==> config.mk <==
export PLATFORM = sky130hd
export DESIGN_NAME = id_ex_stage_reg
export DESIGN_NICKNAME = d
export VERILOG_FILES = /design/src/rtl/id_ex_stage_reg.sv
export SDC_FILE = /design/constraint.sdc
export NUM_CORES = 1
export LEC_CHECK = 0
export CORE_AREA = 2 2 126 128
export CTS_CLUSTER_DIAMETER = 100
export CTS_CLUSTER_SIZE = 20
export DETAILED_ROUTE_END_ITERATION = 16
export DIE_AREA = 0 0 128 130
export PLACE_DENSITY = 0.86
export SETUP_SLACK_MARGIN = 0.15
export SYNTH_ARGS = -nofsm -noshare
export SYNTH_HDL_FRONTEND = slang
export SYNTH_SLANG_ARGS = --single-unit
==> constraint.sdc <==
create_clock -name clock -period 2.74 [get_ports clock]
set_input_delay 0.548 -clock clock [delete_from_list [all_inputs] [get_ports clock]]
set_output_delay 0.548 -clock clock [all_outputs]
set_load 0.01 [all_outputs]
==> src/rtl/id_ex_stage_reg.sv <==
// ID/EX pipeline register: carries decoded operands, PC, destination and
// control from decode to execute, with valid tracking, stall/flush hazard
// control and saturating stall/flush event counters. All state updates on
// the falling edge of clock.
module id_ex_stage_reg #(
    parameter int unsigned DATA_W  = 32,
    parameter int unsigned RADDR_W = 6,
    parameter int unsigned ALUOP_W = 3,
    parameter int unsigned CNT_W   = 16
) (
    input  logic               clock,
    input  logic               reset,
    input  logic               stall,
    input  logic               flush,
    input  logic               in_valid,
    input  logic [DATA_W-1:0]  imm,
    input  logic [DATA_W-1:0]  rd1,
    input  logic [DATA_W-1:0]  rd2,
    input  logic [DATA_W-1:0]  PC,
    input  logic [RADDR_W-1:0] rd,
    input  logic               brz,
    input  logic               brn,
    input  logic               j,
    input  logic               regw,
    input  logic               wai,
    input  logic               memw,
    input  logic               memr,
    input  logic               alusrc,
    input  logic [ALUOP_W-1:0] aluop,
    output logic               out_valid,
    output logic [DATA_W-1:0]  out_imm,
    output logic [DATA_W-1:0]  out_rd1,
    output logic [DATA_W-1:0]  out_rd2,
    output logic [DATA_W-1:0]  out_PC,
    output logic [RADDR_W-1:0] out_rd,
    output logic               out_brz,
    output logic               out_brn,
    output logic               out_j,
    output logic               out_regw,
    output logic               out_wai,
    output logic               out_memw,
    output logic               out_memr,
    output logic               out_alusrc,
    output logic [ALUOP_W-1:0] out_aluop,
    output logic [CNT_W-1:0]   stall_cnt,
    output logic [CNT_W-1:0]   flush_cnt
);

    localparam int unsigned CTRL_W = 8 + ALUOP_W;
    localparam int unsigned DBUS_W = 4 * DATA_W + RADDR_W;
    localparam logic [CNT_W-1:0] CntOne = {{(CNT_W - 1){1'b0}}, 1'b1};

    logic              valid_q, valid_d;
    logic [CTRL_W-1:0] ctrl_in, ctrl_q, ctrl_d;
    logic [DBUS_W-1:0] data_in, data_q, data_d;
    logic [CNT_W-1:0]  stall_cnt_q, stall_cnt_d;
    logic [CNT_W-1:0]  flush_cnt_q, flush_cnt_d;

    assign ctrl_in = {brz, brn, j, regw, wai, memw, memr, alusrc, aluop};
    assign data_in = {imm, rd1, rd2, PC, rd};

    // Next-state: flush beats stall beats load; reset is handled in the register.
    always_comb begin
        valid_d     = valid_q;
        ctrl_d      = ctrl_q;
        data_d      = data_q;
        stall_cnt_d = stall_cnt_q;
        flush_cnt_d = flush_cnt_q;
        if (flush) begin
            // Bubble: kill valid and control, keep stale data (don't-care).
            valid_d = 1'b0;
            ctrl_d  = '0;
            if (!(&flush_cnt_q)) begin
                flush_cnt_d = flush_cnt_q + CntOne;
            end
        end else if (stall) begin
            if (!(&stall_cnt_q)) begin
                stall_cnt_d = stall_cnt_q + CntOne;
            end
        end else begin
            valid_d = in_valid;
            data_d  = data_in;
            // Control only passes with a real instruction so bubbles have no side effects.
            ctrl_d  = in_valid ? ctrl_in : '0;
        end
    end

    // Stage register with synchronous reset, updated on the falling edge.
    always_ff @(negedge clock) begin
        if (reset) begin
            valid_q     <= 1'b0;
            ctrl_q      <= '0;
            data_q      <= '0;
            stall_cnt_q <= '0;
            flush_cnt_q <= '0;
        end else begin
            valid_q     <= valid_d;
            ctrl_q      <= ctrl_d;
            data_q      <= data_d;
            stall_cnt_q <= stall_cnt_d;
            flush_cnt_q <= flush_cnt_d;
        end
    end

    assign out_valid = valid_q;
    assign {out_brz, out_brn, out_j, out_regw, out_wai, out_memw, out_memr, out_alusrc,
            out_aluop} = ctrl_q;
    assign {out_imm, out_rd1, out_rd2, out_PC, out_rd} = data_q;
    assign stall_cnt = stall_cnt_q;
    assign flush_cnt = flush_cnt_q;

endmodule

==> results of run 1 <==
Yosys cell counts, types with 2 or more instances:
master	number	area, µm²
nand2_1	287	1080
dfxtp_1	178	3560
a21oi_1	163	816
clkbuf_1	48	180
nor2_1	38	143
or4_1	11	82.6
nand3_1	10	50.1
nand4_1	9	56.3
o31ai_1	9	67.6
o21ai_0	8	40.0
nor2b_1	7	43.8
or3_1	7	43.8
nor3_1	6	30.0
mux2_2	5	56.3
buf_1	4	15.0
buf_2	4	20.0
mux2i_1	4	40.0
nor4_1	4	25.0
a211oi_1	3	22.5
and3_1	3	18.8
inv_1	3	11.3
or2_2	3	18.8
a31oi_1	2	12.5
and3b_1	2	17.5
ha_1	2	25.0
nand2b_1	2	12.5
nand4_2	2	25.0
stage by stage:
step	setup slack, ns	hold slack (ns)	TNS [ns]	instances	area, µm²
4_1_cts	-0.146	0.454	-16.44	1632	13200
3_5_place_dp	-1.03	0.443	-121.03	1374	10700
3_3_place_gp	-0.989	0.438	-114.34	1374	10700
2_1_floorplan	-0.529	0.481	-27.78	837	6900
repair_timing:
| item | in CTS |
|---|---|
| setup endpoints to repair | 356 |
| pin swaps | 34 |
| cloned | 5 |
| gates resized for setup | 1151 |
| buffers inserted | 44 |
cells by family after synthesis:
| logic type | count (synthesis) | synth area share |
|---|---|---|
| compound gates | 187 | 0.147 |
| xor+xnor | 2 | 0.00264 |
| fa+ha+maj | 2 | 0.00377 |
| buf+inv | 60 | 0.0352 |
| flops | 178 | 0.536 |
| mux | 9 | 0.0145 |
| simple gates | 399 | 0.261 |
==> flow_summary.rst, run 1 <==
.. list-table::
   :header-rows: 1

   * - Metric
     - Value
   * - Pin count of the biggest net entering global routing
     - 49
   * - Count of synthesis-stage warnings from yosys
     - 0
   * - Buffer levels on the longest clock path
     - 2
   * - Die boundary height
     - 130 µm
   * - H-tree Lvls
     - 4
   * - Count of different cell masters after synthesis
     - 40
   * - Count of input and output buffers
     - 327
   * - Worst_ep kind
     - output port
   * - Cells after synthesis
     - 837
   * - Primary flip-flop cell chosen by synthesis mapping
     - dfxtp_1
   * - Fraction of synthesis flops using an asynchronous set or reset pin
     - 0
   * - Per-instance average area after synthesis
     - 7.94 µm²
   * - Ports
     - 328
   * - Placement row count
     - 46
   * - Clock buffer count from CTS
     - 17
   * - Status
     - did not finish
   * - Worst-slack endpoint at the end of global-route timing repair
     - out_rd1[3]
   * - Initial standard-cell utilization of the core
     - 0.431
   * - Post-CTS Hold Buffers
     - 0
   * - Stage at which the flow ended
     - global routing (5_1_grt)
   * - Fraction of the yosys area taken by sequential cells
     - 0.536
   * - Horizontal die dimension
     - 128 µm
   * - Error that halted the flow
     - [ERROR DPL-0038] Utilization greater than 100%, impossible to legalize
   * - RePlAce Congestion
     - 0.835
   * - Post-Synthesis Net Count
     - 989
   * - Flops & latches, synth
     - 178
   * - Cell area after synthesis
     - 0.00664 mm²
   * - Number of flops mapped to enable cells by yosys
     - 0
   * - Root Buffer
     - clkbuf_16
   * - Dpl hpwl
     - 15.8 mm
   * - TritonCTS sink count
     - 178
==> run 2: changes to the inputs <==
CORE_AREA = unset   (was 2 2 126 128)
CORE_UTILIZATION = 40   (was unset)
CTS_CLUSTER_DIAMETER = unset   (was 100)
CTS_CLUSTER_SIZE = unset   (was 20)
DIE_AREA = unset   (was 0 0 128 130)
PLACE_DENSITY = unset   (was 0.86)
PLACE_DENSITY_LB_ADDON = 0.15   (was unset)
SETUP_SLACK_MARGIN = unset   (was 0.15)
==> run 2 against run 1 <==
  * Synthesized area unchanged
  * Synthesized cell count unchanged
  * The flow now finishes, with violations (negative setup slack)
==> flow_summary.rst, run 2 <==
.. list-table::
   :header-rows: 1

   * - Metric
     - Value
   * - Status
     - finished, violations left
   * - Failing checks
     - negative setup slack
   * - Count of different cell masters after synthesis
     - 40 (unchanged)
   * - Fraction of synthesis flops using an asynchronous set or reset pin
     - 0 (unchanged)
   * - Pre-antenna DRT Iters
     - 5
   * - Total length of routed wires
     - 24.7 mm
   * - CTS clock-pin slew for the worst setup and hold paths
     - 0.04 ns
   * - Startpoint kind of the worst setup timing path
     - register
   * - Final max-slew violation count
     - 0
   * - Required time of the worst setup path
     - 2.19 ns
   * - Final clock skew
     - 0.0217 ns
   * - Top post-synthesis cells by area
     - dfxtp_1 (54%), nand2_1 (16%), a21oi_1 (12%), clkbuf_1 (2.7%), nor2_1 (2.1%)
   * - Post-Synthesis Net Count
     - 989 (unchanged)
   * - Total grt overflow
     - 0
   * - Most common cell after layout, fill and taps aside
     - nand2_1
   * - Horizontal die dimension
     - 131 µm (+2.2%)
   * - Clock latency reported for the late side of the worst-skew pair
     - 0.47 ns
   * - Placement Setup Slack
     - -1.00 ns (+0.0258 ns)
   * - Largest fanout of any net on the critical path
     - 5
   * - Portion of synthesized cell area occupied by the leading cell type
     - 0.536 (unchanged)
   * - Initial standard-cell utilization of the core
     - 0.414 (-0.0170)
   * - Number of max-cap violations
     - 0
   * - Iter 0 DRT Violations
     - 380
   * - Clock buffer count from CTS
     - 17 (unchanged)
   * - Buffer levels on the longest clock path
     - 2 (unchanged)
   * - Die outline area
     - 0.0171 mm²
   * - Vias in the first global route
     - 7,844
   * - Actual slew at the worst max-slew pin
     - 0.666 ns
   * - Kind of cell with the highest combined delay on the critical path
     - flip-flops
   * - Seq pwr share
     - 0.392
   * - Count of synthesis-stage warnings from yosys
     - 0 (unchanged)
   * - Post-CTS Hold Buffers
     - 0 (unchanged)
   * - Primary flip-flop cell chosen by synthesis mapping
     - dfxtp_1
   * - Setup repair after global routing missed its margin
     - yes
   * - Cell area after synthesis
     - 0.00664 mm² (unchanged)
   * - Ports
     - 328 (unchanged)
   * - Root Buffer
     - clkbuf_16
   * - Slowest stage cell on the critical path
     - dfxtp_4
   * - Fraction of final layout cells with drive strength greater than 1
     - 0.364
   * - Register with the highest flop count
     - data_q
   * - Total number of vias
     - 7,995
   * - Total number of nets in the final design
     - 1,559
   * - Hold violation count in the final report
     - 0
   * - Per-instance average area after synthesis
     - 7.94 µm² (unchanged)
   * - Count of input and output buffers
     - 327 (unchanged)
   * - Number of flip-flops in the largest register
     - 134
   * - Arrival time of data at the critical path endpoint
     - 2.31 ns
   * - Cells after synthesis
     - 837 (unchanged)
   * - Synth cell count leaders
     - nand2_1 (287), dfxtp_1 (178), a21oi_1 (163), clkbuf_1 (48), nor2_1 (38)
   * - Gr usage total
     - 0.272
   * - Post-layout worst setup margin
     - -0.119 ns
   * - Power Dens Cells
     - 559 mW/mm²
   * - Count of antenna-violating nets left after detailed routing
     - 0
   * - Pin count of the biggest net entering global routing
     - 41
   * - Flops & latches, synth
     - 178 (unchanged)
   * - Leading cell types in the layout, fill and taps excluded
     - nand2_1 (287), inv_1 (185), buf_6 (180)
   * - Slowest stage delay, CP
     - 0.36 ns
   * - H-tree Lvls
     - 4 (unchanged)
   * - RePlAce Congestion
     - 0.847 (+1.4%)
   * - Fraction of the yosys area taken by sequential cells
     - 0.536 (unchanged)
   * - Buffering stage count on the worst path with inverters included
     - 1
   * - Final setup violation count
     - 181
   * - Dpl hpwl
     - 15.4 mm (-2.7%)
   * - Class of the most critical hold timing path
     - reg -> reg
   * - Worst-path cell chain
     - buf_6
   * - Core Region
     - 0.0161 mm²
   * - TritonCTS sink count
     - 178 (unchanged)
   * - Path type of the worst setup path
     - reg -> out
   * - Drc violations
     - 0
   * - Die boundary height
     - 131 µm (+0.67%)
   * - Global-route wire length before repair
     - 36.0 mm
   * - TNS Setup
     - -11.90 ns
   * - Switch Pwr
     - 2190 µW
   * - Number of flops mapped to enable cells by yosys
     - 0 (unchanged)
   * - Fraction of power consumed by combinational cells
     - 0.122
   * - Routed vias/inst
     - 4.88
   * - Placement row count
     - 46 (unchanged)
   * - Initial antenna violation count
     - 0
   * - Average wire per standard cell
     - 15.1 µm
   * - Leak
     - 0.00588 µW
   * - Growth of design area from synthesis to finish
     - 91.6%
   * - Number of inserted filler cells in the final layout
     - 1,007
   * - Max VDD drop
     - 0.450 mV
   * - Endpoint class of the critical path
     - output port
   * - Net switching fraction of the power
     - 0.308
   * - Worst slew margin relative to its limit
     - 0.552
   * - Most frequent cell after synthesis
     - nand2_1
   * - Dominant cell type by area after synthesis
     - dfxtp_1
   * - Clock group share of total power
     - 0.485
   * - Int Pwr
     - 4920 µW
   * - TritonCTS clock tree
     - done
-- run 2: cell counts after synthesis --
Identical to the previous run, type by type.
-- run 2: power groups by stage --
stage / combinational [µW] / sequential [µW] / clock (µW)
CTS: 851 / 2790 / 3520
global placement: 811 / 2790 / 394
finish: 869 / 2790 / 3450
global route: 932 / 2800 / 3880
detailed placement: 817 / 2790 / 394
floorplan: 252 / 2840 / 394
-- run 2: routing by layer --
layer | track usage | vias up | wire length (µm)
met5 | 0 | - | 0
met4 | 0.199 | 0 | 1060
met3 | 0.146 | 71 | 2220
met2 | 0.462 | 298 | 12600
met1 | 0.246 | 3686 | 8780
li1 | - | 3940 | -
-- run 2: metrics by stage --
step                area (µm²)  total power (µW)  instances  utilization  hold slack [ns]
finish                   12700              7120       1637        0.793            0.450
global route             12700              7610       1635        0.792            0.467
CTS                      12500              7160       1616        0.781            0.451
detailed placement       10700              4000       1394        0.669            0.443
global placement         10700              3990       1394        0.669            0.438
floorplan                 6890              3490        837            -            0.481
-- run 2: cells by family after synthesis --
group / after synthesis / synth area share
adder cells (fa/ha/maj): 2 / 0.00377
AND/OR/NAND/NOR: 399 / 0.261
XOR/XNOR: 2 / 0.00264
multiplexers: 9 / 0.0145
buffers and inverters: 60 / 0.0352
flip-flops: 178 / 0.536
AO/OA/AOI/OAI: 187 / 0.147
-- run 2: worst paths after layout --
kind,startpoint,to,slack (ns),cells past startpoint
max reg2reg,stall_cnt[0],stall_cnt[3],0.58,7
min,data_q[111],data_q[111],0.45,2
max,stall_cnt[13],stall_cnt[13],-0.12,1
min reg2reg,data_q[111],data_q[111],0.45,2
-- run 2: worst reg2reg max path, cell delays in order (launching register included) --
cell     delay (ns)
dfxtp_2        0.34
buf_4          0.14
ha_1           0.21
nand4_1        0.22
nor4_1         0.51
buf_4          0.28
nor3b_1        0.08
mux2_2         0.27
-- run 2: area by class of cell --
cell class	instances	area (µm²)	share of cell area
timing repair buffer	431	4470	0.352
sequential	178	3790	0.298
multi-input combinational	599	2950	0.232
clock inverter	192	802	0.0630
clock buffer	17	425	0.0334
tap	216	270	0.0212
inverter	2	7.51	0.000590
antenna	2	5.00	0.000393
-- run 2: repair_timing --
| action | in CTS | in global routing |
|---|---|---|
| endpoints found under the hold margin | 0 | 0 |
| pin swaps | 6 | 5 |
| buffers inserted | 14 | 20 |
| resized for setup | 1104 | 8 |
| endpoints found under the setup margin | 341 | 222 |
No activity file was read; power rests on OpenSTA's default activity.
